### config.mk
export PLATFORM = sky130hd
export DESIGN_NAME = l1d_id_tracker
export DESIGN_NICKNAME = d
export VERILOG_FILES = /design/src/rtl/l1d_id_pkg.sv /design/src/rtl/l1d_id_rel_hold.sv /design/src/rtl/l1d_id_tracker.sv
export SDC_FILE = /design/constraint.sdc
export NUM_CORES = 1
export LEC_CHECK = 0
export CELL_PAD_IN_SITES_DETAIL_PLACEMENT = 1
export CELL_PAD_IN_SITES_GLOBAL_PLACEMENT = 2
export CORE_UTILIZATION = 39
export CTS_CLUSTER_DIAMETER = 30
export DETAILED_ROUTE_END_ITERATION = 7
export GPL_TIMING_DRIVEN = 0
export PLACE_DENSITY_LB_ADDON = 0.1
export SETUP_SLACK_MARGIN = 0.05
export SYNTH_ARGS = -nofsm -noshare
export SYNTH_HDL_FRONTEND = slang
export SYNTH_SLANG_ARGS = --single-unit
### constraint.sdc
create_clock -name clk -period 4.5 [get_ports clk]
set_input_delay 1.125 -clock clk [delete_from_list [all_inputs] [get_ports clk]]
set_output_delay 1.125 -clock clk [all_outputs]
set_load 0.02 [all_outputs]
### src/rtl/l1d_id_pkg.sv
`default_nettype none
// ============================================================================
// l1d_id_pkg : shared constants, table entry type and helpers for the
//              L1D transaction-ID tracker.
// Rev 1.0
// ============================================================================
package l1d_id_pkg;

    localparam int unsigned ID_NUM   = 8;
    localparam int unsigned ID_W     = $clog2(ID_NUM);
    localparam int unsigned META_W   = 40;
    localparam int unsigned TO_W     = 10;
    localparam int unsigned TO_LIMIT = 1000;

    localparam logic [1:0] ERR_NONE     = 2'd0;
    localparam logic [1:0] ERR_RSP_IDLE = 2'd1;
    localparam logic [1:0] ERR_CXL      = 2'd2;
    localparam logic [1:0] ERR_TIMEOUT  = 2'd3;

    typedef struct packed {
        logic              busy;
        logic              to_flag;
        logic [TO_W-1:0]   timer;
        logic [META_W-1:0] meta;
    } entry_t;

    function automatic logic [ID_W:0] popcount(input logic [ID_NUM-1:0] v);
        logic [ID_W:0] n;
        n = '0;
        for (int i = 0; i < int'(ID_NUM); i++) begin
            n = n + {{ID_W{1'b0}}, v[i]};
        end
        return n;
    endfunction

endpackage
`default_nettype wire

### src/rtl/l1d_id_rel_hold.sv
`default_nettype none
// ============================================================================
// l1d_id_rel_hold : one-entry holding register carrying a freed ID to the
//                   pool release port; refills in the cycle it drains.
// Rev 1.0
// ============================================================================
module l1d_id_rel_hold
    import l1d_id_pkg::*;
(
    input  logic            clk,
    input  logic            rst_n,
    input  logic            in_vld,
    output logic            in_rdy,
    input  logic [ID_W-1:0] in_id,
    output logic            out_vld,
    input  logic            out_rdy,
    output logic [ID_W-1:0] out_id
);

    logic            full_q, full_d;
    logic [ID_W-1:0] id_q, id_d;

    assign in_rdy  = ~full_q | out_rdy;
    assign out_vld = full_q;
    assign out_id  = id_q;

    always_comb begin
        full_d = full_q;
        id_d   = id_q;
        if (full_q && out_rdy) begin
            full_d = 1'b0;
        end
        if (in_vld && in_rdy) begin
            full_d = 1'b1;
            id_d   = in_id;
        end
    end

    always_ff @(posedge clk or negedge rst_n) begin
        if (!rst_n) begin
            full_q <= 1'b0;
            id_q   <= '0;
        end else begin
            full_q <= full_d;
            id_q   <= id_d;
        end
    end

endmodule
`default_nettype wire

### src/rtl/l1d_id_tracker.sv
`default_nettype none
// ============================================================================
// l1d_id_tracker : pairs requests with free IDs, tracks them until response
//                  or cancel, and returns them to the pool on two lanes.
// Rev 1.0
// ============================================================================
module l1d_id_tracker
    import l1d_id_pkg::*;
#(
    parameter int unsigned TO_LIMIT = l1d_id_pkg::TO_LIMIT
) (
    input  logic                clk,
    input  logic                rst_n,
    input  logic                req_vld,
    output logic                req_rdy,
    input  logic [META_W-1:0]   req_meta,
    input  logic                pool_vld,
    output logic                pool_rdy,
    input  logic [ID_W-1:0]     pool_id,
    output logic                out_vld,
    input  logic                out_rdy,
    output logic [ID_W-1:0]     out_id,
    output logic [META_W-1:0]   out_meta,
    input  logic                rsp_vld,
    output logic                rsp_rdy,
    input  logic [ID_W-1:0]     rsp_id,
    output logic                ret_vld,
    output logic [ID_W-1:0]     ret_id,
    output logic [META_W-1:0]   ret_meta,
    input  logic                cxl_vld,
    output logic                cxl_rdy,
    input  logic [ID_W-1:0]     cxl_id,
    output logic [1:0]          rel_vld,
    input  logic [1:0]          rel_rdy,
    output logic [2*ID_W-1:0]   rel_id,
    output logic [ID_NUM-1:0]   busy_vec,
    output logic [ID_W:0]       busy_cnt,
    output logic                err_vld,
    output logic [1:0]          err_code,
    output logic [ID_W-1:0]     err_id
);

    localparam logic [TO_W-1:0] TO_LIM = TO_W'(TO_LIMIT);

    entry_t tbl_q [ID_NUM];
    entry_t tbl_d [ID_NUM];

    logic                out_vld_q, out_vld_d;
    logic [ID_W-1:0]     out_id_q, out_id_d;
    logic [META_W-1:0]   out_meta_q, out_meta_d;
    logic                ret_vld_q, ret_vld_d;
    logic [ID_W-1:0]     ret_id_q, ret_id_d;
    logic [META_W-1:0]   ret_meta_q, ret_meta_d;
    logic                err_vld_q, err_vld_d;
    logic [1:0]          err_code_q, err_code_d;
    logic [ID_W-1:0]     err_id_q, err_id_d;
    logic [ID_W:0]       busy_cnt_q, busy_cnt_d;

    logic                acc;
    logic                rsp_acc, rsp_hit;
    logic                cxl_acc, cxl_hit;
    logic [ID_NUM-1:0]   to_cand;
    logic [ID_NUM-1:0]   busy_nxt;
    logic [ID_W-1:0]     to_idx;
    logic [1:0]          hold_in_vld;
    logic [1:0]          hold_in_rdy;
    logic [ID_W-1:0]     hold_in_id [2];

    assign acc      = req_vld & pool_vld & (~out_vld_q | out_rdy);
    assign req_rdy  = acc;
    assign pool_rdy = acc;
    assign rsp_rdy  = hold_in_rdy[0];
    assign cxl_rdy  = hold_in_rdy[1];

    // A cancel colliding with an accepted response to the same ID loses.
    assign rsp_acc = rsp_vld & rsp_rdy;
    assign rsp_hit = rsp_acc & tbl_q[rsp_id].busy;
    assign cxl_acc = cxl_vld & cxl_rdy;
    assign cxl_hit = cxl_acc & tbl_q[cxl_id].busy & ~(rsp_acc && (rsp_id == cxl_id));

    assign hold_in_vld   = {cxl_hit, rsp_hit};
    assign hold_in_id[0] = rsp_id;
    assign hold_in_id[1] = cxl_id;

    for (genvar g = 0; g < 2; g++) begin : g_lane
        l1d_id_rel_hold u_hold (
            .clk     (clk),
            .rst_n   (rst_n),
            .in_vld  (hold_in_vld[g]),
            .in_rdy  (hold_in_rdy[g]),
            .in_id   (hold_in_id[g]),
            .out_vld (rel_vld[g]),
            .out_rdy (rel_rdy[g]),
            .out_id  (rel_id[g*ID_W +: ID_W])
        );
    end

    always_comb begin
        to_cand = '0;
        to_idx  = '0;
        for (int i = 0; i < int'(ID_NUM); i++) begin
            tbl_d[i] = tbl_q[i];
            if (tbl_q[i].busy) begin
                if (tbl_q[i].timer != TO_LIM) begin
                    tbl_d[i].timer = tbl_q[i].timer + TO_W'(1);
                end
                to_cand[i] = ~tbl_q[i].to_flag && (tbl_d[i].timer == TO_LIM)
                           && !(rsp_hit && (rsp_id == ID_W'(i)))
                           && !(cxl_hit && (cxl_id == ID_W'(i)));
            end
        end
        for (int i = int'(ID_NUM) - 1; i >= 0; i--) begin
            if (to_cand[i]) begin
                to_idx = ID_W'(i);
            end
        end

        err_vld_d  = 1'b0;
        err_code_d = ERR_NONE;
        err_id_d   = '0;
        // to_flag is set only when reported, so an outranked timeout re-fires.
        if (rsp_acc && !tbl_q[rsp_id].busy) begin
            err_vld_d  = 1'b1;
            err_code_d = ERR_RSP_IDLE;
            err_id_d   = rsp_id;
        end else if (cxl_acc && !cxl_hit) begin
            err_vld_d  = 1'b1;
            err_code_d = ERR_CXL;
            err_id_d   = cxl_id;
        end else if (|to_cand) begin
            err_vld_d  = 1'b1;
            err_code_d = ERR_TIMEOUT;
            err_id_d   = to_idx;
            tbl_d[to_idx].to_flag = 1'b1;
        end

        if (rsp_hit) begin
            tbl_d[rsp_id].busy = 1'b0;
        end
        if (cxl_hit) begin
            tbl_d[cxl_id].busy = 1'b0;
        end
        if (acc) begin
            tbl_d[pool_id] = '{busy: 1'b1, to_flag: 1'b0, timer: '0, meta: req_meta};
        end

        ret_vld_d  = rsp_hit;
        ret_id_d   = rsp_hit ? rsp_id : '0;
        ret_meta_d = rsp_hit ? tbl_q[rsp_id].meta : '0;

        out_vld_d  = acc | (out_vld_q & ~out_rdy);
        out_id_d   = acc ? pool_id  : out_id_q;
        out_meta_d = acc ? req_meta : out_meta_q;
    end

    always_comb begin
        for (int i = 0; i < int'(ID_NUM); i++) begin
            busy_nxt[i] = tbl_d[i].busy;
            busy_vec[i] = tbl_q[i].busy;
        end
        busy_cnt_d = popcount(busy_nxt);
    end

    always_ff @(posedge clk or negedge rst_n) begin
        if (!rst_n) begin
            for (int i = 0; i < int'(ID_NUM); i++) begin
                tbl_q[i] <= '0;
            end
            out_vld_q  <= 1'b0;
            out_id_q   <= '0;
            out_meta_q <= '0;
            ret_vld_q  <= 1'b0;
            ret_id_q   <= '0;
            ret_meta_q <= '0;
            err_vld_q  <= 1'b0;
            err_code_q <= ERR_NONE;
            err_id_q   <= '0;
            busy_cnt_q <= '0;
        end else begin
            for (int i = 0; i < int'(ID_NUM); i++) begin
                tbl_q[i] <= tbl_d[i];
            end
            out_vld_q  <= out_vld_d;
            out_id_q   <= out_id_d;
            out_meta_q <= out_meta_d;
            ret_vld_q  <= ret_vld_d;
            ret_id_q   <= ret_id_d;
            ret_meta_q <= ret_meta_d;
            err_vld_q  <= err_vld_d;
            err_code_q <= err_code_d;
            err_id_q   <= err_id_d;
            busy_cnt_q <= busy_cnt_d;
        end
    end

    assign out_vld  = out_vld_q;
    assign out_id   = out_id_q;
    assign out_meta = out_meta_q;
    assign ret_vld  = ret_vld_q;
    assign ret_id   = ret_id_q;
    assign ret_meta = ret_meta_q;
    assign err_vld  = err_vld_q;
    assign err_code = err_code_q;
    assign err_id   = err_id_q;
    assign busy_cnt = busy_cnt_q;

endmodule
`default_nettype wire

---- Yosys cells after proc, flatten, opt, wreduce, memory -nomap -nowiden ----
Index checks and enable logic that the tools add are counted.
operators by class
  bitwise operators ....................... 29
  $add $sub $neg .......................... 15
  equality and inequality tests ........... 31
  multiplexer cells ....................... 79
  reductions and logical operators ........ 74
  order comparisons ....................... 8
operators by type and width
  cell                     count
  $mux W416                6
  $bwmux W416              4
  $demux W52 S3            4
  $mux W52                 7
  $bmux W52 S3             2
  $mux W10                 24
  $add A10 B1 Y10 const B  8
  $eq A10 B10 Y1 const B   8
  $ne A10 B10 Y1 const B   8
  $logic_and A1 B1 Y1      51
  $mux W51                 1
  $mux W40                 1
  $mux W3                  12
  $eq A3 B3 Y1 const B     8
  $logic_not A1 Y1         18
  $add A4 B1 Y4            4
  $ge A4 B4 Y1 const B     4
  $lt A4 B1 Y1 const B     4
  $not A3 Y4               4
  $mux W1                  15
  $not A1 Y1               13
  $eq A3 B2 Y1 const B     4
  $and A1 B1 Y1            8
  $reduce_or A8 Y1         1
  9 further kinds          17
word-level totals
  register bits ........................... 522
  logic and storage cells ................. 282

---- Longest topological paths before layout ----
  depth in word-level cells ............... 40
  mapped depth ............................ 16
  gate-level depth less buffers ........... 15

---- Modules after synthesis ----
A second synthesis with hierarchy kept.
unflattened totals
  cells, all modules ...................... 2305
  area, all modules ....................... 24745.0 µm²
by module, submodules not included
  module           instances  area an instance (µm²)  cells each
  l1d_id_tracker   1          24389.6                 2285
  l1d_id_rel_hold  2          177.7                   10

---- Least setup slack after synthesis ----
Ideal clock, no wire load.
  kind .................................... input -> register
  start point ............................. input port rsp_id[0]
  end point ............................... register busy_cnt_q[2], in the netlist busy_cnt[2]
  required time ........................... 4377 ps
  buffers on the path ..................... 1
  arrival ................................. 4469 ps
  stages .................................. 14
  slack ................................... -92 ps
  cell sequence ........................... buf_2 -> xnor2_1 -> nand4_1 -> o211ai_2 -> o221ai_1 -> and2_1 -> fa_1 -> inv_1 -> fa_1 -> fa_1 -> ha_1 -> inv_1 -> fa_1 -> xnor2_1
on the way
  longest elaborated chain between the ends .. 37
  elaborated cells on any way between the ends .. 110
ends and longest elaborated chain
  item                              line                                                                text
  from (decl)                       l1d_id_tracker.sv:26                                                input logic [ID_W-1:0] rsp_id,
  $not A3 Y4 (implied by the code)  l1d_id_tracker.sv:77, l1d_id_tracker.sv:122, l1d_id_tracker.sv:138
  $bmux W52 S3                      l1d_id_tracker.sv:77, l1d_id_tracker.sv:122
  $mux W52 (2 in series)            -
  $and A1 B1 Y1                     l1d_id_tracker.sv:77                                                assign rsp_hit = rsp_acc & tbl_q[rsp_id].busy;
  $logic_and A1 B1 Y1               l1d_id_tracker.sv:108                                               && !(rsp_hit && (rsp_id == ID_W'(i)))
  $logic_not A1 Y1                  l1d_id_tracker.sv:108
  $logic_and A1 B1 Y1               l1d_id_tracker.sv:108
  $logic_and A1 B1 Y1               l1d_id_tracker.sv:109                                               && !(cxl_hit && (cxl_id == ID_W'(i)));
  [19 not listed]                   -
  $bwmux W416                       l1d_id_tracker.sv:144                                               tbl_d[pool_id] = '{busy: 1'b1, to_flag: 1'b0, timer: '0, meta: req_meta};
  $mux W416 *                       l1d_id_tracker.sv:143                                               if (acc) begin
  $add A1 B1 Y2                     l1d_id_pkg.sv:31                                                    n = n + {{ID_W{1'b0}}, v[i]};
  $add A2 B1 Y3                     l1d_id_pkg.sv:31
  $add A3 B1 Y4                     l1d_id_pkg.sv:31
  $add A4 B1 Y4 (3 in series)       l1d_id_pkg.sv:31
  $add A4 B1 Y4 *                   l1d_id_pkg.sv:31
  via busy_cnt_d[2]                 l1d_id_tracker.sv:57                                                logic [ID_W:0] busy_cnt_q, busy_cnt_d;
  to (signal assigned)              l1d_id_tracker.sv:192                                               busy_cnt_q <= busy_cnt_d;
  to (decl)                         l1d_id_tracker.sv:57
Mark *: on every way through the listed nets, which the timed path passes. The rest lies on a longest branch. The select of a mux whose other input is x is not followed.
A chain may end at the register's enable or synchronous reset.

---- Worst setup path after layout ----
  start point ............................. input port rel_rdy[0]
  end point ............................... register busy_cnt_q[1], in the netlist busy_cnt[1]
on the way
  longest elaborated chain between the ends .. 36
  elaborated cells on any way between the ends .. 93
ends and longest elaborated chain
  item                         line                   text
  from (decl)                  l1d_id_tracker.sv:34   input logic [1:0] rel_rdy,
  $or A1 B1 Y1 *               l1d_id_rel_hold.sv:23  assign in_rdy = ~full_q | out_rdy;
  $and A1 B1 Y1 *              l1d_id_tracker.sv:76   assign rsp_acc = rsp_vld & rsp_rdy;
  $logic_and A1 B1 Y1          l1d_id_tracker.sv:79   assign cxl_hit = cxl_acc & tbl_q[cxl_id].busy & ~(rsp_acc && (rsp_id == cxl_id));
  $not A1 Y1                   l1d_id_tracker.sv:79
  $and A1 B1 Y1                l1d_id_tracker.sv:79
  $logic_and A1 B1 Y1          l1d_id_tracker.sv:109
  $logic_not A1 Y1             l1d_id_tracker.sv:109
  $logic_and A1 B1 Y1          l1d_id_tracker.sv:109
  [19 not listed]              -
  $bwmux W416                  l1d_id_tracker.sv:144
  $mux W416 *                  l1d_id_tracker.sv:143
  $add A1 B1 Y2                l1d_id_pkg.sv:31
  $add A2 B1 Y3                l1d_id_pkg.sv:31
  $add A3 B1 Y4                l1d_id_pkg.sv:31
  $add A4 B1 Y4 (3 in series)  l1d_id_pkg.sv:31
  $add A4 B1 Y4 *              l1d_id_pkg.sv:31
  via busy_cnt_d[1]            l1d_id_tracker.sv:57
Mark *: on every way through the listed nets, which the timed path passes. The rest lies on a longest branch.

==> impl_metrics.yaml <==
pwr:
  p_sw_mw: 6.14
  seqPwrFrac_pct: 32.6
  design_power_total_mw: 20.6
  p_leak_nw: 14.8
  p_int_mw: 14.4
  clock_power_share_pct: 47.6
  vdd_drop_max_v: 0.000321
  netSwitchingFraction_pct: 29.8
  power_density_nw_per_um2: 643
  comb_power_share_pct: 19.9
cells_and_area:
  num-fill-cells: 6634
  final_common_cell: "nand2_1"
  final_cell_mix: "nand2_1 (689), dfrtp_1 (522), nor2_1 (166)"
  finish.net_count: 2673
  final_layout_size_suffix_gt1_share_pct: 23.1
  syn_to_final_growth_pct: 30.5
worst_setup_path:
  reg2reg_depth: 15
  crit_type: "in2reg"
  critical_path_arrival_ns: 4.97
  path_max_fanout: 5
  crit_buf_inv: 5
  cpPeakStageDelay_ns: 0.54
  crit_chain: "clkdlybuf4s50_1 -> nand2b_2 -> nand4_1 -> o211ai_4 -> buf_6 -> o221ai_2 -> and2_4 -> fa_1 -> inv_2 -> fa_1 -> fa_1 -> ha_2 -> inv_2 -> fa_2 -> inv_1"
  path_depth: 15
  worstSetupEndpointType: "flop"
  r2r_slack_ns: 0.31
  critPathLaunch: "rel_rdy[0]"
  critPathSlowestCell: "fa_1"
  critPathCapture: "busy_cnt[1]$_DFF_PN0_"
  start_kind: "input port"
  cpMostUsedCell: "fa_1"
  worstPathRequired_ns: 5.10
  r2r-end: "busy_cnt[1]$_DFF_PN0_"
  worstReg2RegStart: "busy_vec[7]$_DFF_PN0_"
  crit_family: "adder cells"
routing:
  num_vias: 18900
  vias_per_cell: 5.34
  wirelength_um: 83300
  wl_per_cell_um: 23.6
  drtPass1Iterations: 5
  ant_nets: 0
  drc_errors: 0
  drtIter0Drc: 1096
cts:
  htree_levels: 4
  cts-buffers-inserted: 137
  clockBufferDepth: 3
  cts_tree: "done"
  cts_root_buf: "clkbuf_16"
  cts_sinks: 522
  clk_latency_ns: 0.70
  cts-hold-fix-buffers: 0
  clk_pin_slew_ns: 0.04
sta:
  skew_ns: 0.0214
  fin_crit_sh_pct: 97.2
  slew_headroom_pct: 6.51
  worst_pin_slew_ns: 1.40
  rsz0062_at_grt: "false"
  hold_viol: 0
  fmax_mhz: 229
  slew_viol_final: 0
  post-route-min-period_ns: 4.38
  fin_setup_tns_ns: 0
  setup_viol: 0
synth:
  synth_enable_flop_cells: 0
  ys_ff_latch: 522
  yosysWarnings: 0
  synth_cell_types: 77
  syn_avg_cell_area_um2: 10.6
  synth_nets: 2390
  syn_inst: 2309
  synth-async-reset-ratio_pct: 100
  seq_area_frac_synth_pct: 53.3
  syn_area_um2: 24500
  synth_top_flop_cell: "dfrtp_1"
status:
  status: "completed"
floorplanning:
  start_util_pct: 39.6
  die_area_um2: 63800
  ioPinCount: 176
  core-area_um2: 61900
  dieHeight_um: 253
  core.rowCount: 91
  die_w_um: 253
global_route:
  grt_pass1_wl_um: 128000
  grt_pass1_vias: 20400
  antenna_found_initial: 0
  grt_overflow: 0
  grt_use_total_pct: 27.0
  grt_max_degree: 117
placed_design:
  gp_congestion: 0.815
  place.port_buffers: 127
  dpl.hpwl_um: 54200
worst_hold_path:
  hold_path_class: "in2async"
flow_run:
  cap_violations: 0
per-layer routing:
layer  wire length (um)  track usage, %  vias to the layer above
met5                  0               0                        -
met4               2500            10.4                        0
met3               3720            4.73                      139
met2              40400            44.0                      495
met1              36700            35.7                     9900
li1                   -               -                     8370
through the flow:
| stage | cells | hold slack, ns | instance area (um^2) | setup WS (ns) | util [%] |
|---|---|---|---|---|---|
| floorplan | 2309 | 0.440 | 24600 | -0.0208 | - |
| global placement | 3273 | 0.452 | 26900 | -21.65 | 43.4 |
| detailed placement | 3280 | 0.461 | 27100 | -1.70 | 43.7 |
| CTS | 3529 | 0.370 | 31900 | 0.0383 | 51.5 |
| global route | 3536 | 0.411 | 32000 | 0.0341 | 51.6 |
| finish | 3537 | 0.381 | 32000 | 0.124 | 51.6 |
worst min path at each step:
stage	endpoint	slack [ns]	cells past startpoint
3_5_place_dp	tbl_q[78]$_DFFE_PN0P_	0.46	2
6_report	tbl_q[303]$_DFF_PN0_	0.38	1
3_3_place_gp	tbl_q[15]$_DFFE_PN0P_	0.45	2
2_1_floorplan	tbl_q[52]$_DFFE_PN0P_	0.44	2
5_1_grt	tbl_q[303]$_DFF_PN0_	0.41	1
4_1_cts	tbl_q[303]$_DFF_PN0_	0.37	1
Yosys cell counts, types with 3 or more instances:
cell      number  share of area (%)
o31ai_1        3              0.092
nand2b_1      16               0.41
nor2b_1        7               0.18
o21ai_0       18               0.37
fa_1           4               0.33
nand4_1       38               0.97
buf_2         17               0.35
buf_4         12               0.37
mux4_2        83                7.6
nand4b_1       3               0.11
xnor2_1       35                1.3
nor4_1         8               0.20
clkbuf_1     111                1.7
nor3b_1        7               0.21
o22ai_1        5               0.13
a31oi_1       11               0.28
mux2i_1       55                2.2
dfrtp_1      522                 53
a21o_1         5               0.15
or2_2          8               0.20
buf_1         10               0.15
o21a_1         3              0.092
or3_1          6               0.15
o221ai_1       6               0.21
mux2_2       163                7.5
and3_1        13               0.33
nand3_1       39               0.80
or4_1          6               0.18
nand2_1      691                 11
a21oi_1       25               0.51
ha_1          19               0.97
inv_1         37               0.57
and4_1         5               0.18
nor3_1        14               0.29
and2_1         9               0.23
o211ai_1       3              0.092
xor2_1        39                1.4
clkbuf_2      40               0.82
nor2_1       166                2.5
sequential cells by signal (all words and copies together) (netlist names):
signal / cells
err_code: 2
busy_vec: 8
out_meta: 40
out_id: 3
err_id: 3
ret_vld: 1
g_lane.u_hold.out_id: 6
err_vld: 1
g_lane.u_hold.out_vld: 2
ret_meta: 40
busy_cnt: 4
ret_id: 3
out_vld: 1
tbl_q: 408
logic make-up after synthesis:
logic type               synth area share [%]
flip-flops                               53.3
XOR/XNOR                                 2.65
adder cells (fa/ha/maj)                  1.30
multiplexers                             17.4
buffers and inverters                    3.97
AO/OA/AOI/OAI                            3.03
AND/OR/NAND/NOR                          18.3
power by group through the flow:
stage | combinational [mW] | sequential [mW] | clock [mW]
5_1_grt | 4.51 | 6.84 | 10.2
3_5_place_dp | 4.05 | 6.72 | 0
6_report | 4.09 | 6.70 | 9.79
3_3_place_gp | 3.88 | 6.69 | 0
4_1_cts | 4.13 | 6.69 | 9.94
2_1_floorplan | 2.65 | 6.65 | 0
cell type report:
class / instances / area, um^2 / area share [%]
Buffer: 187 / 862 / 2.70
Tap cell: 837 / 1050 / 3.28
Clock inverter: 71 / 848 / 2.65
Inverter: 38 / 148 / 0.462
Antenna cell: 1 / 2.50 / 0.00783
Clock buffer: 175 / 3830 / 12.0
Timing Repair Buffer: 147 / 1560 / 4.89
Sequential cell: 522 / 13100 / 40.9
Multi-Input combinational cell: 1559 / 10600 / 33.2
timing repair:
action | in CTS | in global routing
pin swaps | 1 | 7
gates resized for setup | 18 | 11
hold endpoints to repair | 0 | 0
endpoints found under the setup margin | 5 | 2
setup buffers | 5 | 7
Note: power is estimated with default switching activity, not from simulation.
